$ cat src/rtl/wb_queue_pkg.sv
// Shared constants and types for the register-file write-back queue.
// RF_* mirror the register-file header; WBQ_* are the queue's own sizing.
package wb_queue_pkg;

  localparam int RF_ADDR_W = 5;
  localparam int RF_DATA_W = 32;

  localparam logic                 RF_WRITE_ENABLED = 1'b1;
  localparam logic [RF_ADDR_W-1:0] RF_ADDR_ZERO     = 5'd0;

  localparam int WBQ_DEPTH       = 4;
  localparam int WBQ_COUNT_WIDTH = $clog2(WBQ_DEPTH + 1);

  // Register 0 is hard-wired, so writes to it never reach the register file
  function automatic logic is_real_addr(input logic [RF_ADDR_W-1:0] addr);
    return addr != RF_ADDR_ZERO;
  endfunction

endpackage

$ cat src/rtl/wb_queue_if.sv
// Bus bundle for wb_queue: A/B write inputs, register-file write port,
// forwarding lookup and the occupancy count.
interface wb_queue_if;
  import wb_queue_pkg::*;

  // A has no ready and is always accepted. B transfers on the cycle where
  // b_valid and b_ready are both high; b_valid may be held across cycles.
  logic                       a_valid;
  logic [RF_ADDR_W-1:0]       a_addr;
  logic [RF_DATA_W-1:0]       a_data;
  logic                       b_valid;
  logic                       b_ready;
  logic [RF_ADDR_W-1:0]       b_addr;
  logic [RF_DATA_W-1:0]       b_data;
  logic                       rf_write_enable;
  logic [RF_ADDR_W-1:0]       rf_write_addr;
  logic [RF_DATA_W-1:0]       rf_write_data;
  logic [RF_ADDR_W-1:0]       q_addr;
  logic                       q_hit;
  logic [RF_DATA_W-1:0]       q_data;
  logic [WBQ_COUNT_WIDTH-1:0] count;

  modport master (
    output a_valid, a_addr, a_data, b_valid, b_addr, b_data, q_addr,
    input  b_ready, rf_write_enable, rf_write_addr, rf_write_data,
           q_hit, q_data, count
  );

  modport slave (
    input  a_valid, a_addr, a_data, b_valid, b_addr, b_data, q_addr,
    output b_ready, rf_write_enable, rf_write_addr, rf_write_data,
           q_hit, q_data, count
  );

endinterface

$ cat src/rtl/wbq_entry_fifo.sv
// Circular queue of pending B writes with per-entry live bits, kill-by-address
// and a youngest-live-match search for forwarding.
module wbq_entry_fifo
  import wb_queue_pkg::*;
#(
  parameter int DEPTH = WBQ_DEPTH,
  localparam int PW = (DEPTH > 1) ? $clog2(DEPTH) : 1,
  localparam int CW = $clog2(DEPTH + 1)
) (
  input  logic                 clk,
  input  logic                 reset,
  input  logic                 i_push,
  input  logic [RF_ADDR_W-1:0] i_push_addr,
  input  logic [RF_DATA_W-1:0] i_push_data,
  input  logic                 i_pop,
  input  logic                 i_kill,
  input  logic [RF_ADDR_W-1:0] i_kill_addr,
  input  logic [RF_ADDR_W-1:0] i_q_addr,
  output logic                 o_q_hit,
  output logic [RF_DATA_W-1:0] o_q_data,
  output logic                 o_head_live,
  output logic [RF_ADDR_W-1:0] o_head_addr,
  output logic [RF_DATA_W-1:0] o_head_data,
  output logic [CW-1:0]        o_count,
  output logic                 o_full,
  output logic                 o_empty
);

  logic [RF_ADDR_W-1:0] r_addr [DEPTH];
  logic [RF_DATA_W-1:0] r_data [DEPTH];
  logic [DEPTH-1:0]     r_live;
  logic [PW-1:0]        r_rd_ptr;
  logic [PW-1:0]        r_wr_ptr;
  logic [CW-1:0]        r_count;

  logic                 w_push;
  logic                 w_pop;
  logic [PW-1:0]        w_idx;

  function automatic logic [PW-1:0] ptr_next(input logic [PW-1:0] p);
    return (p == PW'(DEPTH - 1)) ? '0 : p + 1'b1;
  endfunction

  assign o_full  = (r_count == CW'(DEPTH));
  assign o_empty = (r_count == '0);
  assign w_push  = i_push && !o_full;
  assign w_pop   = i_pop && !o_empty;
  assign o_count = r_count;

  assign o_head_live = r_live[r_rd_ptr];
  assign o_head_addr = r_addr[r_rd_ptr];
  assign o_head_data = r_data[r_rd_ptr];

  // Free slots always have live=0, so the kill can sweep every slot. The push
  // is applied after the kill so a same-cycle enqueue survives as the younger.
  always_ff @(posedge clk) begin
    if (reset) begin
      r_rd_ptr <= '0;
      r_wr_ptr <= '0;
      r_count  <= '0;
      r_live   <= '0;
      for (int i = 0; i < DEPTH; i++) begin
        r_addr[i] <= '0;
        r_data[i] <= '0;
      end
    end else begin
      for (int i = 0; i < DEPTH; i++) begin
        if (i_kill && r_addr[i] == i_kill_addr) r_live[i] <= 1'b0;
      end
      if (w_pop) begin
        r_live[r_rd_ptr] <= 1'b0;
        r_rd_ptr         <= ptr_next(r_rd_ptr);
      end
      if (w_push) begin
        r_addr[r_wr_ptr] <= i_push_addr;
        r_data[r_wr_ptr] <= i_push_data;
        r_live[r_wr_ptr] <= 1'b1;
        r_wr_ptr         <= ptr_next(r_wr_ptr);
      end
      case ({w_push, w_pop})
        2'b10:   r_count <= r_count + 1'b1;
        2'b01:   r_count <= r_count - 1'b1;
        default: r_count <= r_count;
      endcase
    end
  end

  // Scan oldest to youngest so the last match wins
  always_comb begin
    o_q_hit  = 1'b0;
    o_q_data = '0;
    w_idx    = '0;
    for (int k = 0; k < DEPTH; k++) begin
      w_idx = PW'((int'(r_rd_ptr) + k) % DEPTH);
      if (k < int'(r_count) && r_live[w_idx] && is_real_addr(i_q_addr) &&
          r_addr[w_idx] == i_q_addr) begin
        o_q_hit  = 1'b1;
        o_q_data = r_data[w_idx];
      end
    end
  end

endmodule

$ cat src/rtl/wb_queue.sv
// Write-back arbiter: priority A writes, queued B writes drained when A idles,
// registered register-file write port and combinational forwarding lookup.
module wb_queue
  import wb_queue_pkg::*;
#(
  parameter int DEPTH = WBQ_DEPTH
) (
  input  logic      clk,
  input  logic      reset,
  wb_queue_if.slave bus
);

  localparam int CW = $clog2(DEPTH + 1);

  logic                 r_we;
  logic [RF_ADDR_W-1:0] r_waddr;
  logic [RF_DATA_W-1:0] r_wdata;

  logic                 w_a_write;
  logic                 w_push;
  logic                 w_pop;
  logic                 w_full;
  logic                 w_empty;
  logic                 w_head_live;
  logic [RF_ADDR_W-1:0] w_head_addr;
  logic [RF_DATA_W-1:0] w_head_data;
  logic [CW-1:0]        w_count;
  logic                 w_fifo_hit;
  logic [RF_DATA_W-1:0] w_fifo_data;

  assign w_a_write = bus.a_valid && is_real_addr(bus.a_addr);
  assign bus.b_ready = !w_full;
  // Accepted B writes to register 0 are consumed here and never enqueued
  assign w_push = bus.b_valid && !w_full && is_real_addr(bus.b_addr);
  assign w_pop  = !w_a_write && !w_empty;

  wbq_entry_fifo #(.DEPTH(DEPTH)) u_fifo (
    .clk         (clk),
    .reset       (reset),
    .i_push      (w_push),
    .i_push_addr (bus.b_addr),
    .i_push_data (bus.b_data),
    .i_pop       (w_pop),
    .i_kill      (w_a_write),
    .i_kill_addr (bus.a_addr),
    .i_q_addr    (bus.q_addr),
    .o_q_hit     (w_fifo_hit),
    .o_q_data    (w_fifo_data),
    .o_head_live (w_head_live),
    .o_head_addr (w_head_addr),
    .o_head_data (w_head_data),
    .o_count     (w_count),
    .o_full      (w_full),
    .o_empty     (w_empty)
  );

  // A dead head is still popped but leaves the write port idle
  always_ff @(posedge clk) begin
    if (reset) begin
      r_we    <= 1'b0;
      r_waddr <= '0;
      r_wdata <= '0;
    end else if (w_a_write) begin
      r_we    <= RF_WRITE_ENABLED;
      r_waddr <= bus.a_addr;
      r_wdata <= bus.a_data;
    end else if (w_pop && w_head_live) begin
      r_we    <= RF_WRITE_ENABLED;
      r_waddr <= w_head_addr;
      r_wdata <= w_head_data;
    end else begin
      r_we    <= 1'b0;
    end
  end

  assign bus.rf_write_enable = r_we;
  assign bus.rf_write_addr   = r_waddr;
  assign bus.rf_write_data   = r_wdata;
  assign bus.count           = WBQ_COUNT_WIDTH'(w_count);

  always_comb begin
    bus.q_hit  = 1'b0;
    bus.q_data = '0;
    if (w_fifo_hit) begin
      bus.q_hit  = 1'b1;
      bus.q_data = w_fifo_data;
    end else if (r_we && is_real_addr(bus.q_addr) && r_waddr == bus.q_addr) begin
      bus.q_hit  = 1'b1;
      bus.q_data = r_wdata;
    end
  end

endmodule

$ cat src/flat_wrapper.sv
// flat-port wrapper written by rule: the top's interface ports become plain ports
module wb_queue_flat import wb_queue_pkg::*;
#(
  parameter int DEPTH = WBQ_DEPTH
)
  (clk, reset, bus_a_valid, bus_a_addr, bus_a_data, bus_b_valid, bus_b_addr, bus_b_data, bus_q_addr, bus_b_ready, bus_rf_write_enable, bus_rf_write_addr, bus_rf_write_data, bus_q_hit, bus_q_data, bus_count);
  wb_queue_if bus_i ();
  input  logic clk;
  input  logic reset;
  input wire logic [$bits(bus_i.a_valid)-1:0] bus_a_valid;
  input wire logic [$bits(bus_i.a_addr)-1:0] bus_a_addr;
  input wire logic [$bits(bus_i.a_data)-1:0] bus_a_data;
  input wire logic [$bits(bus_i.b_valid)-1:0] bus_b_valid;
  input wire logic [$bits(bus_i.b_addr)-1:0] bus_b_addr;
  input wire logic [$bits(bus_i.b_data)-1:0] bus_b_data;
  input wire logic [$bits(bus_i.q_addr)-1:0] bus_q_addr;
  output wire logic [$bits(bus_i.b_ready)-1:0] bus_b_ready;
  output wire logic [$bits(bus_i.rf_write_enable)-1:0] bus_rf_write_enable;
  output wire logic [$bits(bus_i.rf_write_addr)-1:0] bus_rf_write_addr;
  output wire logic [$bits(bus_i.rf_write_data)-1:0] bus_rf_write_data;
  output wire logic [$bits(bus_i.q_hit)-1:0] bus_q_hit;
  output wire logic [$bits(bus_i.q_data)-1:0] bus_q_data;
  output wire logic [$bits(bus_i.count)-1:0] bus_count;
  assign bus_i.a_valid = bus_a_valid;
  assign bus_i.a_addr = bus_a_addr;
  assign bus_i.a_data = bus_a_data;
  assign bus_i.b_valid = bus_b_valid;
  assign bus_i.b_addr = bus_b_addr;
  assign bus_i.b_data = bus_b_data;
  assign bus_i.q_addr = bus_q_addr;
  assign bus_b_ready = bus_i.b_ready;
  assign bus_rf_write_enable = bus_i.rf_write_enable;
  assign bus_rf_write_addr = bus_i.rf_write_addr;
  assign bus_rf_write_data = bus_i.rf_write_data;
  assign bus_q_hit = bus_i.q_hit;
  assign bus_q_data = bus_i.q_data;
  assign bus_count = bus_i.count;
  wb_queue #(.DEPTH(DEPTH)) u_core (.clk(clk), .reset(reset), .bus(bus_i));
endmodule
$ cat config.mk
export PLATFORM = sky130hd
export DESIGN_NAME = wb_queue_flat
export DESIGN_NICKNAME = d
export VERILOG_FILES = /design/src/rtl/wb_queue_pkg.sv /design/src/rtl/wb_queue_if.sv /design/src/rtl/wbq_entry_fifo.sv /design/src/rtl/wb_queue.sv /design/src/flat_wrapper.sv
export SDC_FILE = /design/constraint.sdc
export NUM_CORES = 1
export LEC_CHECK = 0
export CAP_MARGIN = 20
export CORE_ASPECT_RATIO = 1.5
export CORE_MARGIN = 2
export CORE_UTILIZATION = 50
export CTS_BUF_LIST = sky130_fd_sc_hd__clkbuf_8
export DETAILED_ROUTE_END_ITERATION = 8
export PLACE_DENSITY = 0.77
export RECOVER_POWER = 100
export SLEW_MARGIN = 30
export SYNTH_ARGS = -nofsm -noshare
export SYNTH_HDL_FRONTEND = slang
export SYNTH_HIERARCHICAL = 1
export SYNTH_SLANG_ARGS = --single-unit
$ cat constraint.sdc
create_clock -name clk -period 3.52 [get_ports clk]
set_input_delay 0.352 -clock clk [delete_from_list [all_inputs] [get_ports clk]]
set_output_delay 0.352 -clock clk [all_outputs]
set_load 0.03 [all_outputs]
==> results of run 1 <==
-- logic make-up after synthesis --
group,share of synthesized area [%]
buf+inv,5.34
simple gates,18.1
xor+xnor,3.42
fa+ha+maj,1.18
compound gates,12.1
flops,39.5
mux,20.3
-- timing repair --
item,in CTS,in global routing
endpoints found under the setup margin,33,33
pin swaps,5,8
setup buffers,16,9
gates resized for setup,39,33
-- per-layer routing --
layer / vias up / GRT usage, % / share of wire, %
met5: - / 0 / 0
met4: 0 / 13.5 / 3.8
met3: 114 / 4.22 / 6.4
met2: 545 / 51.2 / 55
met1: 5540 / 30.2 / 35
li1: 5139 / - / -
-- registers in the layout, indices dropped and copies added, names as in the netlist, named ones only --
signal	cells
u_core/u_fifo/r_wr_ptr	2
u_core/bus.rf_write_enable	1
u_core/u_fifo/r_data	128
u_core/u_fifo/r_rd_ptr	2
u_core/bus.rf_write_data	32
u_core/u_fifo/r_addr	20
u_core/u_fifo/o_count	3
u_core/bus.rf_write_addr	5
u_core/u_fifo/r_live	4
-- worst max path at each step --
stage                                 to  depth (start not counted)                                   start  slack [ns]
after global placement     bus_q_data[4]                         11                           bus_q_addr[2]       -0.05
after floorplan           bus_q_data[10]                         11  u_core/u_fifo/r_rd_ptr[0]$_SDFFE_PP0P_       -0.08
after CTS                 bus_q_data[29]                         12  u_core/u_fifo/r_rd_ptr[0]$_SDFFE_PP0P_       -0.06
after global routing       bus_q_data[9]                         12  u_core/u_fifo/r_rd_ptr[0]$_SDFFE_PP0P_       -0.18
final                      bus_q_data[8]                         12  u_core/u_fifo/r_rd_ptr[0]$_SDFFE_PP0P_       -0.11
after detailed placement   bus_q_data[4]                         11                           bus_q_addr[2]       -0.09
-- through the flow --
stage	area [µm²]	power [mW]
after floorplan	14100	5.12
after global placement	16300	5.93
after detailed placement	16300	6.01
after CTS	17000	7.50
after global routing	17100	7.89
final	17100	7.55
-- where the power goes --
| part | switching (mW) | total [mW] | internal (mW) |
|---|---|---|---|
| Combinational | 1.76 | 3.13 | 1.37 |
| Sequential | 0.235 | 3.02 | 2.79 |
| Clock | 0.882 | 1.40 | 0.520 |
| Total | 2.87 | 7.55 | 4.68 |
-- cell type report --
| type | instances | area, µm² | share of cell area (%) |
|---|---|---|---|
| antenna | 2 | 5.00 | 0.0292 |
| inverter | 46 | 173 | 1.01 |
| multi-input combinational | 948 | 8100 | 47.3 |
| timing repair buffer | 250 | 2570 | 15.0 |
| tap | 342 | 428 | 2.50 |
| clock buffer | 17 | 234 | 1.37 |
| sequential | 199 | 5480 | 32.0 |
| clock inverter | 15 | 141 | 0.826 |
-- cells in the final DEF, fill, tap and decap left out, drive strengths merged, types with 51 or more instances in the layout --
master,synthesis,final
mux2i,76,76
nand2,220,220
and2,149,149
clkdlybuf4s50,0,80
mux4,74,74
inv,46,54
edfxtp,148,148
dfxtp,51,51
nor2,59,59
buf,43,116
==> parameters.txt, run 1 <==
Parameter                              Value

Timing
  Crit share post-route    103%
  Final Setup Violations    32
  Final number of max-transition violations    76
  Final min period    3.63 ns
  Number of endpoints with negative hold slack in the final report    0
  Top achievable clock speed    276 MHz
  Final setup slack of the worst path    -0.107 ns
  Worst Max-Slew Pin Slew    1.72 ns
  Slew headroom    -14.5%
  Worst hold slack across all endpoints    0.352 ns
  Total negative setup slack    -2.04 ns
  Skew final    0.0162 ns
  Unrepaired setup endpoints after global routing    true

Yosys
  FFs w/ async S/R, synth    0%
  Mean cell area of the mapped netlist    10.5 µm²
  Top_reg_cell synth    sky130_fd_sc_hd__edfxtp_1
  Cell type with the highest aggregate area in the netlist    sky130_fd_sc_hd__edfxtp_1
  Top cells by area in the synthesized netlist    sky130_fd_sc_hd__edfxtp_1, sky130_fd_sc_hd__mux4_2, sky130_fd_sc_hd__dfxtp_1
  Post-Syn Instances    1314
  Most common cell in the synthesized netlist    sky130_fd_sc_hd__nand2_1
  Synthesized net count    1410
  Yosys cell types    56
  Yosys Warn Count    6
  Ranking of synthesized cells by instance count    sky130_fd_sc_hd__nand2_1, sky130_fd_sc_hd__and2_1, sky130_fd_sc_hd__edfxtp_1, sky130_fd_sc_hd__clkbuf_1, sky130_fd_sc_hd__mux2i_1
  Proportion of synthesized chip area in sequential cells    39.5%
  Number of enable flip-flop cells after synthesis    148
  Share of the synthesized area in the top cell type    32.1%
  Seq cells post-synth    199
  Post-synthesis cell area    13800 µm²

Final layout
  Filler-free cell count of the finished design    1819
  # fillers    2208
  Share of final-layout standard cells stronger than drive strength 1    24.7%
  Number of nets in the finished design    1558
  Final standard cell utilization of the core    62.9%
  Area added between synthesis and finish    23.8%

GRT
  Sum of overflow across all layers after global routing    0
  Pin count of the biggest net entering global routing    102
  Global routing usage summed across all routing layers    27.5%
  Initial antenna violation count    2
  Vias in the first global route    11705
  First-pass GRT wire length    62500 µm

Clock tree
  Sink Count    199
  Number of buffers between clock root and the deepest sink    2
  Clk Latency, worst-skew pair    0.51 ns
  H-tree depth    4
  TritonCTS clock tree    yes
  Root buffer cell    sky130_fd_sc_hd__clkbuf_8
  Hold buffers post-CTS    0
  Number of buffers added by the clock tree synthesis step    17
  Reg clk slew, reported paths    0.11 ns

Detailed routing
  # DRC    0
  Total number of vias    11338
  Residual antenna-violating net count after detailed routing    0
  Average vias per placed instance    6.23
  Routed wire per std cell    22.1 µm
  DRT Pass-1 Iters    5
  Initial drt markers    984
  Detailed-route wire length    40300 µm

Worst setup path
  Setup Crit Path Kind    reg2out
  Buffering stage count on the worst path with inverters included    5
  Critical-path cell list    buf_4 -> mux2i_1 -> xor2_1 -> nand4_1 -> mux2i_4 -> buf_6 -> a21o_4 -> or3_4 -> buf_12 -> o31ai_2 -> buf_4 -> buf_12
  Worst-path fanout max    22
  FF-to-FF setup slack    0.16 ns
  Kind of cell with the highest combined delay on the critical path    buffers and inverters
  Startpoint type of the worst setup path    flop
  End of the worst register-to-register path    u_core/u_fifo/r_data[1][18]$_SDFFCE_PN0P_
  R2r startpoint    u_core/u_fifo/o_count[0]$_SDFFE_PP0P_
  Slowest cell on crit path    sky130_fd_sc_hd__dfxtp_4
  Max incr delay on CP    0.43 ns
  Register-to-Register Path Depth    11
  Critical Path AT    3.28 ns
  Data required time of the worst path    3.17 ns
  Kind of end point of the critical path    primary output

Placed design
  Number of instances in the placed design    1760
  I/O Buffers    157
  Post-placement setup slack    -0.0945 ns
  RD Place Congestion    0.915
  HPWL Detailed    26600 µm

Die
  I/O pin count    158
  Die Span Y    208 µm
  Initial Utilization    50.8%
  Die Span X    140 µm
  Placeable Area    27200 µm²
  Rows    74
  Die area    29000 µm²

Worst hold path
  Min-Delay Path Class    in2reg
  HP Start    reset
  Endpoint with the worst hold slack    u_core/u_fifo/r_wr_ptr[0]$_SDFFE_PP0P_
  Worst hold path cell count    2

Outcome
  Failing checks    max-capacitance violations, max-slew violations, negative setup slack
  Result of the run    complete, but fails checks

Power
  Pwr dens    441 nW/µm²
  Leakage    5.77 nW
  Worst ir drop on vdd    0.403 mV

Run
  Max-cap violation count    1
Note: power is estimated with default switching activity, not from simulation.
==> run 2, diff against run 1 <==
CORE_MARGIN = default   (was 2)
CTS_CLUSTER_SIZE = 30   (was default)
PLACE_DENSITY = 0.69   (was 0.77)
==> parameters.txt, run 2 (synthesis results as in run 1) <==
Parameter                              Value

Outcome
  Result of the run    complete, but fails checks
  Failing checks    max-capacitance violations, max-slew violations, negative setup slack

Worst setup path
  Startpoint type of the worst setup path    flop
  Setup Crit Path Kind    reg2out
  Last element of the critical path    bus_q_data[8]
  Data required time of the worst path    3.17 ns
  Register-to-Register Path Depth    11
  CP startpoint    u_core/u_fifo/r_rd_ptr[0]$_SDFFE_PP0P_
  Critical Path AT    3.36 ns
  FF-to-FF setup slack    -0.01 ns
  Kind of end point of the critical path    primary output
  Worst-path fanout max    6
  End of the worst register-to-register path    u_core/u_fifo/r_data[0][13]$_SDFFCE_PN0P_
  R2r startpoint    u_core/u_fifo/o_count[0]$_SDFFE_PP0P_

Final layout
  Final standard cell utilization of the core    63.3%
  Number of nets in the finished design    1570
  Top library cells by usage in the layout, fill and taps aside    sky130_fd_sc_hd__nand2_1, sky130_fd_sc_hd__edfxtp_1, sky130_fd_sc_hd__and2_1
  # fillers    2213
  Share of final-layout standard cells stronger than drive strength 1    24.2%
  Number of flip-flops in the largest register    128
  Most common cell after layout, fill and taps aside    sky130_fd_sc_hd__nand2_1
  Top register by number of flip-flops    u_core/u_fifo/r_data
  N_diodes    0
  Area added between synthesis and finish    24.6%

Die
  Die Span Y    206 µm
  Die Span X    138 µm
  Die area    28300 µm²
  I/O pin count    158
  Placeable Area    27200 µm²
  Initial Utilization    50.8%
  Rows    74

Clock tree
  Reg clk slew, reported paths    0.10 ns
  Sink Count    199
  Root buffer cell    sky130_fd_sc_hd__clkbuf_8
  Hold buffers post-CTS    0
  Clk Latency, worst-skew pair    0.51 ns
  Number of buffers added by the clock tree synthesis step    17
  Number of buffers between clock root and the deepest sink    2
  TritonCTS clock tree    yes
  H-tree depth    4

GRT
  Sum of overflow across all layers after global routing    0
  Pin count of the biggest net entering global routing    98
  First-pass GRT wire length    63900 µm
  Global routing usage summed across all routing layers    30.8%
  Initial antenna violation count    0
  Vias in the first global route    11599

Timing
  Final number of max-transition violations    76
  Worst hold slack across all endpoints    0.423 ns
  Top achievable clock speed    269 MHz
  Slew headroom    -19.4%
  Total negative setup slack    -4.93 ns
  Worst Max-Slew Pin Slew    1.79 ns
  Final Setup Violations    46
  Number of endpoints with negative hold slack in the final report    0
  Skew final    0.0157 ns
  Unrepaired setup endpoints after global routing    true
  Final min period    3.71 ns
  Final setup slack of the worst path    -0.192 ns
  Crit share post-route    105%

Worst hold path
  Min-Delay Path Class    in2reg

Placed design
  I/O Buffers    157
  HPWL Detailed    27700 µm
  RD Place Congestion    0.958

Detailed routing
  Average vias per placed instance    6.17
  Total number of vias    11294
  Detailed-route wire length    42300 µm
  Routed wire per std cell    23.1 µm
  Initial drt markers    735
  # DRC    0
  Residual antenna-violating net count after detailed routing    0
  DRT Pass-1 Iters    5

Power
  Worst ir drop on vdd    0.310 mV
  Leakage    5.85 nW
  Pwr dens    443 nW/µm²

Run
  Max-cap violation count    1
[run 2: layer usage]
layer	wire, µm	track usage, %	up-vias
met5	0	0	-
met4	1790	17.5	0
met3	2200	3.97	113
met2	23300	57.5	458
met1	15000	32.6	5574
li1	-	-	5149
[run 2: what timing repair did]
action / in CTS / in global routing
resized for setup: 57 / 11
endpoints found under the setup margin: 33 / 33
endpoints found under the hold margin: 0 / 0
pin swaps: 10 / 3
setup buffers: 21 / 6
gates cloned: 3 / 0
[run 2: through the flow]
step	total power, mW	instance area [µm²]	cells	worst slack [ns]
after global routing	7.99	17200	1829	-0.278
after detailed placement	6.07	16300	1768	-0.0451
after floorplan	5.12	14100	1314	-0.0758
after CTS	7.66	17200	1823	-0.211
final	7.63	17200	1829	-0.192
after global placement	6.01	16300	1768	-0.0210
[run 2: report_power, final]
part	total (mW)	internal [mW]	switching, mW	leakage (nW)
sequential	3.02	2.79	0.230	1.96
clock	1.53	0.695	0.833	0.211
combinational	3.09	1.34	1.75	3.67
total	7.63	4.82	2.82	5.85
[run 2: worst min path at each step]
stage | startpoint | to | slack [ns] | cells after the start
2_1_floorplan | u_core/u_fifo/r_live[0]$_SDFF_PP0_ | u_core/u_fifo/r_live[0]$_SDFF_PP0_ | 0.48 | 2
3_3_place_gp | u_core/bus.rf_write_data[23]$_SDFFE_PP0P_ | u_core/bus.rf_write_data[23]$_SDFFE_PP0P_ | 0.48 | 2
3_5_place_dp | u_core/bus.rf_write_data[2]$_SDFFE_PP0P_ | u_core/bus.rf_write_data[2]$_SDFFE_PP0P_ | 0.49 | 2
4_1_cts | bus_a_data[26] | u_core/bus.rf_write_data[26]$_SDFFE_PP0P_ | 0.40 | 3
5_1_grt | reset | u_core/u_fifo/o_count[0]$_SDFFE_PP0P_ | 0.44 | 3
6_report | bus_a_data[26] | u_core/bus.rf_write_data[26]$_SDFFE_PP0P_ | 0.42 | 3
[run 2: worst max-delay path: stages, from the launching register on]
cell	delay, ns
sky130_fd_sc_hd__dfxtp_4	0.40
sky130_fd_sc_hd__inv_2	0.10
sky130_fd_sc_hd__ha_4	0.32
sky130_fd_sc_hd__mux4_2	0.32
sky130_fd_sc_hd__xor2_2	0.22
sky130_fd_sc_hd__nor2_4	0.05
sky130_fd_sc_hd__a21o_4	0.24
sky130_fd_sc_hd__or3_4	0.46
sky130_fd_sc_hd__buf_12	0.18
sky130_fd_sc_hd__buf_12	0.14
sky130_fd_sc_hd__o31ai_4	0.25
sky130_fd_sc_hd__buf_6	0.17
[run 2: layout make-up]
cell class                      instances  area, µm²  share of cell area, %
Multi-Input combinational cell        949       8080                   46.9
Sequential cell                       199       5480                   31.8
Clock inverter                         15        163                  0.944
Tap cell                              342        428                   2.48
Clock buffer                           17        234                   1.36
Inverter                               46        173                   1.00
Timing Repair Buffer                  261       2670                   15.5
==> run 3, diff against run 2 <==
CTS_CLUSTER_DIAMETER = 150   (was default)
HOLD_SLACK_MARGIN = 0.06   (was default)
==> results of run 3 <==
Same layout as run 2: the final DEF is identical, and so are final timing and power.
